**src/rtl/mdu_hilo_ctrl_if.sv**
```systemverilog
// Bundle of signals between the ID/EXE stage and the multiply/divide sequencer.
// Carries the operation request, the forwarded operands and flush, plus the
// stall request, completion pulse and architectural HI/LO values.
interface mdu_hilo_ctrl_if;
  logic [2:0]  EXE_MDOp;
  logic [31:0] EXE_BusA;
  logic [31:0] EXE_BusB;
  logic        MD_Flush;
  logic        MD_Busy;
  logic        MD_Done;
  logic [31:0] HI;
  logic [31:0] LO;

  // Pipeline side: issues operations and observes HI/LO and the stall request.
  modport master (
    output EXE_MDOp, EXE_BusA, EXE_BusB, MD_Flush,
    input  MD_Busy, MD_Done, HI, LO
  );

  // Sequencer side.
  modport slave (
    input  EXE_MDOp, EXE_BusA, EXE_BusB, MD_Flush,
    output MD_Busy, MD_Done, HI, LO
  );
endinterface

```
**src/rtl/mdu_hilo_ctrl.sv**
```systemverilog
// Multi-cycle MULT/MULTU/DIV/DIVU sequencer owning the architectural HI/LO registers.
// Latency: multiply MULT_CYCLES total, divide DIV_ITER+3 total; MTHI/MTLO write in one cycle.
// Backpressure: MD_Busy stalls the front end while an operation runs; MD_Flush aborts it.
module mdu_hilo_ctrl #(
  parameter int MULT_CYCLES = 3,
  parameter int DIV_ITER    = 32
) (
  input  logic          clk,
  input  logic          rst,
  mdu_hilo_ctrl_if.slave md
);

  localparam int CW = 6;

  localparam logic [2:0] OP_MULT  = 3'b001;
  localparam logic [2:0] OP_MULTU = 3'b010;
  localparam logic [2:0] OP_DIV   = 3'b011;
  localparam logic [2:0] OP_DIVU  = 3'b100;
  localparam logic [2:0] OP_MTHI  = 3'b101;
  localparam logic [2:0] OP_MTLO  = 3'b110;

  typedef enum logic [2:0] {
    S_IDLE,
    S_MUL,
    S_DIV,
    S_FIX,
    S_DONE
  } state_t;

  state_t        r_state;
  state_t        w_state_nxt;

  logic [CW-1:0] r_cnt;
  logic [31:0]   r_hi;
  logic [31:0]   r_lo;
  logic [31:0]   r_a;       // multiplicand
  logic [31:0]   r_b;       // multiplier, or divisor magnitude
  logic [31:0]   r_quo;     // dividend magnitude shifting out, quotient shifting in
  logic [31:0]   r_rem;     // partial remainder
  logic          r_signed;  // multiply operands are two's complement
  logic          r_is_div;
  logic          r_qneg;
  logic          r_rneg;

  logic          w_busy;
  logic          w_done;
  logic          w_start_mul;
  logic          w_start_div;
  logic          w_mthi;
  logic          w_mtlo;
  logic          w_wr_hilo;

  logic          w_op_mul;
  logic          w_op_div;
  logic          w_op_signed;
  logic          w_b_zero;
  logic [31:0]   w_a_abs;
  logic [31:0]   w_b_abs;
  logic [63:0]   w_ax;
  logic [63:0]   w_bx;
  logic [63:0]   w_prod;
  logic [32:0]   w_rem_sh;
  logic [32:0]   w_diff;

  assign w_op_mul    = (md.EXE_MDOp == OP_MULT) || (md.EXE_MDOp == OP_MULTU);
  assign w_op_div    = (md.EXE_MDOp == OP_DIV)  || (md.EXE_MDOp == OP_DIVU);
  assign w_op_signed = (md.EXE_MDOp == OP_MULT) || (md.EXE_MDOp == OP_DIV);
  assign w_b_zero    = (md.EXE_BusB == 32'd0);

  // Divide works on magnitudes; signs are reapplied in FIX.
  assign w_a_abs = (w_op_signed && md.EXE_BusA[31]) ? (32'd0 - md.EXE_BusA) : md.EXE_BusA;
  assign w_b_abs = (w_op_signed && md.EXE_BusB[31]) ? (32'd0 - md.EXE_BusB) : md.EXE_BusB;

  // Sign-extending (MULT) or zero-extending (MULTU) to 64 bits makes the
  // truncated 64-bit product correct for both flavours. The operands are
  // registered, so the multiplier has the whole MUL window to settle.
  assign w_ax   = {{32{r_signed & r_a[31]}}, r_a};
  assign w_bx   = {{32{r_signed & r_b[31]}}, r_b};
  assign w_prod = w_ax * w_bx;

  // One restoring step: shift {rem,quo} left, trial-subtract the divisor.
  assign w_rem_sh = {r_rem, r_quo[31]};
  assign w_diff   = w_rem_sh - {1'b0, r_b};

  // State register.
  always_ff @(posedge clk or negedge rst) begin
    if (!rst) begin
      r_state <= S_IDLE;
    end else begin
      r_state <= w_state_nxt;
    end
  end

  // Next-state, stall request and datapath strobes.
  always_comb begin
    w_state_nxt = r_state;
    w_busy      = 1'b0;
    w_done      = 1'b0;
    w_start_mul = 1'b0;
    w_start_div = 1'b0;
    w_mthi      = 1'b0;
    w_mtlo      = 1'b0;
    w_wr_hilo   = 1'b0;
    case (r_state)
      S_IDLE: begin
        if (!md.MD_Flush) begin
          if (w_op_mul) begin
            w_start_mul = 1'b1;
            w_busy      = 1'b1;
            // With only two cycles of occupancy there is no waiting cycle.
            w_state_nxt = (MULT_CYCLES <= 2) ? S_DONE : S_MUL;
          end else if (w_op_div && !w_b_zero) begin
            w_start_div = 1'b1;
            w_busy      = 1'b1;
            w_state_nxt = S_DIV;
          end else if (md.EXE_MDOp == OP_MTHI) begin
            w_mthi = 1'b1;
          end else if (md.EXE_MDOp == OP_MTLO) begin
            w_mtlo = 1'b1;
          end
        end
      end
      S_MUL: begin
        if (md.MD_Flush) begin
          w_state_nxt = S_IDLE;
        end else begin
          w_busy = 1'b1;
          // The counter reaches zero on the edge that enters DONE.
          if (r_cnt <= CW'(1)) begin
            w_state_nxt = S_DONE;
          end
        end
      end
      S_DIV: begin
        if (md.MD_Flush) begin
          w_state_nxt = S_IDLE;
        end else begin
          w_busy = 1'b1;
          if (r_cnt == '0) begin
            w_state_nxt = S_FIX;
          end
        end
      end
      S_FIX: begin
        if (md.MD_Flush) begin
          w_state_nxt = S_IDLE;
        end else begin
          w_busy      = 1'b1;
          w_state_nxt = S_DONE;
        end
      end
      S_DONE: begin
        w_state_nxt = S_IDLE;
        if (!md.MD_Flush) begin
          w_done    = 1'b1;
          w_wr_hilo = 1'b1;
        end
      end
      default: begin
        w_state_nxt = S_IDLE;
      end
    endcase
  end

  // Operand capture, iteration, sign fixup and HI/LO update.
  always_ff @(posedge clk or negedge rst) begin
    if (!rst) begin
      r_cnt    <= '0;
      r_hi     <= '0;
      r_lo     <= '0;
      r_a      <= '0;
      r_b      <= '0;
      r_quo    <= '0;
      r_rem    <= '0;
      r_signed <= 1'b0;
      r_is_div <= 1'b0;
      r_qneg   <= 1'b0;
      r_rneg   <= 1'b0;
    end else begin
      case (r_state)
        S_IDLE: begin
          if (w_start_mul) begin
            r_a      <= md.EXE_BusA;
            r_b      <= md.EXE_BusB;
            r_signed <= (md.EXE_MDOp == OP_MULT);
            r_is_div <= 1'b0;
            r_cnt    <= CW'(MULT_CYCLES - 2);
          end else if (w_start_div) begin
            r_quo    <= w_a_abs;
            r_b      <= w_b_abs;
            r_rem    <= '0;
            r_qneg   <= w_op_signed & (md.EXE_BusA[31] ^ md.EXE_BusB[31]);
            r_rneg   <= w_op_signed & md.EXE_BusA[31];
            r_is_div <= 1'b1;
            r_cnt    <= CW'(DIV_ITER - 1);
          end else if (w_mthi) begin
            r_hi <= md.EXE_BusA;
          end else if (w_mtlo) begin
            r_lo <= md.EXE_BusA;
          end
        end
        S_MUL: begin
          if (r_cnt != '0) begin
            r_cnt <= r_cnt - CW'(1);
          end
        end
        S_DIV: begin
          r_rem <= w_diff[32] ? w_rem_sh[31:0] : w_diff[31:0];
          r_quo <= {r_quo[30:0], ~w_diff[32]};
          if (r_cnt != '0) begin
            r_cnt <= r_cnt - CW'(1);
          end
        end
        S_FIX: begin
          if (r_qneg) begin
            r_quo <= 32'd0 - r_quo;
          end
          if (r_rneg) begin
            r_rem <= 32'd0 - r_rem;
          end
        end
        S_DONE: begin
          if (w_wr_hilo) begin
            r_hi <= r_is_div ? r_rem : w_prod[63:32];
            r_lo <= r_is_div ? r_quo : w_prod[31:0];
          end
        end
        default: begin
        end
      endcase
    end
  end

  // Stall is suppressed while reset is held even if an op is presented.
  assign md.MD_Busy = w_busy & rst;
  assign md.MD_Done = w_done;
  assign md.HI      = r_hi;
  assign md.LO      = r_lo;

endmodule

```
**src/flat_wrapper.sv**
```systemverilog
// flat-port wrapper written by rule: the top's interface ports become plain ports
module mdu_hilo_ctrl_flat 
#(
  parameter int MULT_CYCLES = 3,
  parameter int DIV_ITER    = 32
)
  (clk, rst, md_EXE_MDOp, md_EXE_BusA, md_EXE_BusB, md_MD_Flush, md_MD_Busy, md_MD_Done, md_HI, md_LO);
  mdu_hilo_ctrl_if md_i ();
  input  logic clk;
  input  logic rst;
  input wire logic [$bits(md_i.EXE_MDOp)-1:0] md_EXE_MDOp;
  input wire logic [$bits(md_i.EXE_BusA)-1:0] md_EXE_BusA;
  input wire logic [$bits(md_i.EXE_BusB)-1:0] md_EXE_BusB;
  input wire logic [$bits(md_i.MD_Flush)-1:0] md_MD_Flush;
  output wire logic [$bits(md_i.MD_Busy)-1:0] md_MD_Busy;
  output wire logic [$bits(md_i.MD_Done)-1:0] md_MD_Done;
  output wire logic [$bits(md_i.HI)-1:0] md_HI;
  output wire logic [$bits(md_i.LO)-1:0] md_LO;
  assign md_i.EXE_MDOp = md_EXE_MDOp;
  assign md_i.EXE_BusA = md_EXE_BusA;
  assign md_i.EXE_BusB = md_EXE_BusB;
  assign md_i.MD_Flush = md_MD_Flush;
  assign md_MD_Busy = md_i.MD_Busy;
  assign md_MD_Done = md_i.MD_Done;
  assign md_HI = md_i.HI;
  assign md_LO = md_i.LO;
  mdu_hilo_ctrl #(.MULT_CYCLES(MULT_CYCLES), .DIV_ITER(DIV_ITER)) u_core (.clk(clk), .rst(rst), .md(md_i));
endmodule
```
**config.mk**
```make
export PLATFORM = sky130hd
export DESIGN_NAME = mdu_hilo_ctrl_flat
export DESIGN_NICKNAME = d
export VERILOG_FILES = /design/src/rtl/mdu_hilo_ctrl_if.sv /design/src/rtl/mdu_hilo_ctrl.sv /design/src/flat_wrapper.sv
export SDC_FILE = /design/constraint.sdc
export NUM_CORES = 2
export LEC_CHECK = 0
export CELL_PAD_IN_SITES_DETAIL_PLACEMENT = 0
export CELL_PAD_IN_SITES_GLOBAL_PLACEMENT = 1
export CORE_UTILIZATION = 40
export CTS_CLUSTER_DIAMETER = 50
export DETAILED_ROUTE_END_ITERATION = 8
export GPL_ROUTABILITY_DRIVEN = 0
export GPL_TIMING_DRIVEN = 1
export PLACE_DENSITY = 0.77
export SYNTH_ARGS = -nofsm -noshare
export SYNTH_HDL_FRONTEND = slang
export SYNTH_SLANG_ARGS = --single-unit
```
**constraint.sdc**
```tcl
create_clock -name clk -period 8.91 [get_ports clk]
set_clock_uncertainty 0.15 [all_clocks]
set_input_delay 0.891 -clock clk [delete_from_list [all_inputs] [get_ports clk]]
set_output_delay 0.891 -clock clk [all_outputs]
set_load 0.1 [all_outputs]
```
==> run metrics <==
register area 0.005144 mm2; Initial Utilization 40.48%; post-synthesis cell type with the largest combined area fa_1; Die W 361.9 um; worst r2r src u_core.r_b[13]; CP Data Arrival Time 8.90 ns; Routed Antenna Nets 0; total number of H-tree levels 1; GR Util met2 43.30%; Fillers 12570; via/cell ratio 5.345; post-synth top area share 43.50%; final wirelength 158.6 mm; Cells after Synth 5921; Syn Std Cell Area 0.05182 mm2; syn nets 7368; Hold Crit Class in2async; Netlist cell types 79; first-pass GRT wire length 251.5 mm; Die Ht 361.9 um; Slew Limit Fails 0; crit start category register; Post-synth ARST share 100.0%; Synth area leaders fa_1, dfrtp_1, inv_1; commonest non-fill, non-tap cell in the layout inv_1; crit end category register; largest net degree at the start of global routing 84; IO buf count 135; CTS tree done; DRC viols 0; Synth Warn # 0; Top Usage Layer GRT met2; Setup Viol. Count Final 0; Avg Inst Size Synth 8.752 um2; GRT overflow 0; Final Hold Vio Count 0; clock buffer count from CTS 30; Area Growth Syn to Fin 9.843%; Tcrit/Tclk final 96.37%; Reg2Reg Depth 25; CP max FO 10; Root Buffer clkbuf_16; Max Cap Violations 0; Max clock buf depth 3; # clock sinks 205; layout cells sized above 1 5.380%; Cells after DPL 7600; WHS 0.1615 ns; setup ws final 0.3230 ns; EDFF count, synth 0; Rel. slew slack 18.25%; CP required 9.22 ns; antenna violations before repair 5; sequential-to-total area share from yosys stat 9.899%; status completed; area of the multi-input gates 0.04102 mm2; crit path kind reg2reg; nets@finish 7352; final non-filler cell total 7660; R2R setup slack 0.32 ns; commonest cells after routing, fill and taps aside inv_1, fa_1, nand2_1; Seq cells post-synth 205; TritonRoute pass-1 iters 6; vias in the first global route 43019; total core area 0.1280 mm2; final worst path period need 8.587 ns; DP Worst Slack 0.02231 ns; GR Util met3 1.636%; clk_lat worst skew 0.59 ns; Clock transition at path regs 0.06 ns; fmax 0.1165 GHz; r2r endpoint u_core.md.HI[30]; M1 GR Usage 32.45%; standard-cell rows 131; detailed-route via count 40945; Main synth FF type dfrtp_1; GRT Util Overall 24.72%; total I/O pin count 136; DR WL/cell 20.70 um; drt initial violations 2898; Post-Route Setup TNS 0 ns; hpwl dp 130.8 mm; die area 0.1310 mm2; hold buffer count at cts 0; Slew @ Worst Pin 1.215 ns
==> logic make-up (layout without fill, tap and decap cells) <==
kind of cell / after synthesis / in the layout / share of synthesized area [%]
adder cells (fa/ha/maj): 1377 / 1377 / 49.56
AO/OA/AOI/OAI: 791 / 791 / 9.392
buffers and inverters: 1528 / 1536 / 11.08
other: 0 / 2 / 0
AND/OR/NAND/NOR: 1798 / 1798 / 16.08
flip-flops: 205 / 205 / 9.899
XOR/XNOR: 158 / 158 / 2.670
multiplexers: 64 / 64 / 1.321
==> cell type report <==
class                      count  area share [%]
clock buffer                  35           1.422
antenna                        2        0.008792
timing repair buffer         299           5.315
inverter                    1181           7.794
clock inverter                21          0.5627
multi-input combinational   4188           72.06
tap                         1729           3.800
sequential                   205           9.036
==> worst max-delay path, stage by stage (launching register included) <==
cell	delay [ns]
dfrtp_1	0.79
buf_4	0.26
nand2_1	0.08
fa_1	0.49
fa_1	0.56
inv_1	0.08
fa_1	0.56
fa_1	0.46
fa_1	0.60
fa_1	0.45
fa_1	0.49
inv_1	0.05
fa_1	0.56
inv_1	0.06
ha_1	0.28
buf_4	0.17
nand4_1	0.12
nor3_1	0.06
a221oi_1	0.44
o41ai_1	0.20
a211o_1	0.39
o41ai_4	0.44
o311a_1	0.26
o21ai_0	0.13
xnor2_1	0.21
a21oi_1	0.10
==> flip-flops by register name (all words and copies together), names as in the netlist <==
| signal | count |
|---|---|
| u_core.r_qneg | 1 |
| u_core.r_b | 32 |
| u_core.r_cnt | 6 |
| u_core.md.LO | 32 |
| u_core.r_state | 3 |
| u_core.r_rem | 32 |
| u_core.r_signed | 1 |
| u_core.md.HI | 32 |
| u_core.r_a | 32 |
| u_core.r_quo | 32 |
| u_core.r_rneg | 1 |
| u_core.r_is_div | 1 |
==> worst max path at each step <==
stage | from | endpoint | slack, ns | depth (start not counted)
global route | u_core.r_b[0] | u_core.md.HI[28] | -0.005 | 25
floorplan | u_core.r_a[31] | u_core.md.HI[24] | 0.72 | 29
global placement | u_core.r_a[16] | u_core.md.HI[30] | 0.13 | 26
finish | u_core.r_b[13] | u_core.md.HI[30] | 0.32 | 25
CTS | u_core.r_b[5] | u_core.md.HI[31] | 0.07 | 25
detailed placement | u_core.r_b[14] | u_core.md.HI[30] | 0.02 | 26
==> repair_timing <==
action,CTS,global route
buffers inserted,0,2
resized for setup,1,15
setup endpoints to repair,1,21
==> Yosys cell counts, types with 54 or more instances <==
master,instances
nor2_1,247
dfrtp_1,205
ha_1,251
inv_1,1180
a21oi_1,218
fa_1,1126
xnor2_1,97
nor3_1,54
clkbuf_1,334
o21ai_0,247
xor2_1,61
and2_1,357
nand2_1,927
==> per-layer routing <==
layer  vias to the layer above  routed length [um]
met2                      1227               80160
met4                         0                6148
met3                       255                7551
li1                      18013                   -
met1                     21450               64710
met5                         -                   0
==> per-stage QoR <==
| step | utilization, % | instance area, um2 |
|---|---|---|
| 4_1_cts | 44.42 | 56860 |
| 2_1_floorplan | - | 51820 |
| 3_5_place_dp | 43.53 | 55720 |
| 6_report | 44.47 | 56920 |
| 5_1_grt | 44.46 | 56920 |
| 3_3_place_gp | 43.53 | 55720 |
Power is left out: the tool's default activity adds up to more than one toggle a clock period on the data nets, which glitch-free logic cannot reach.
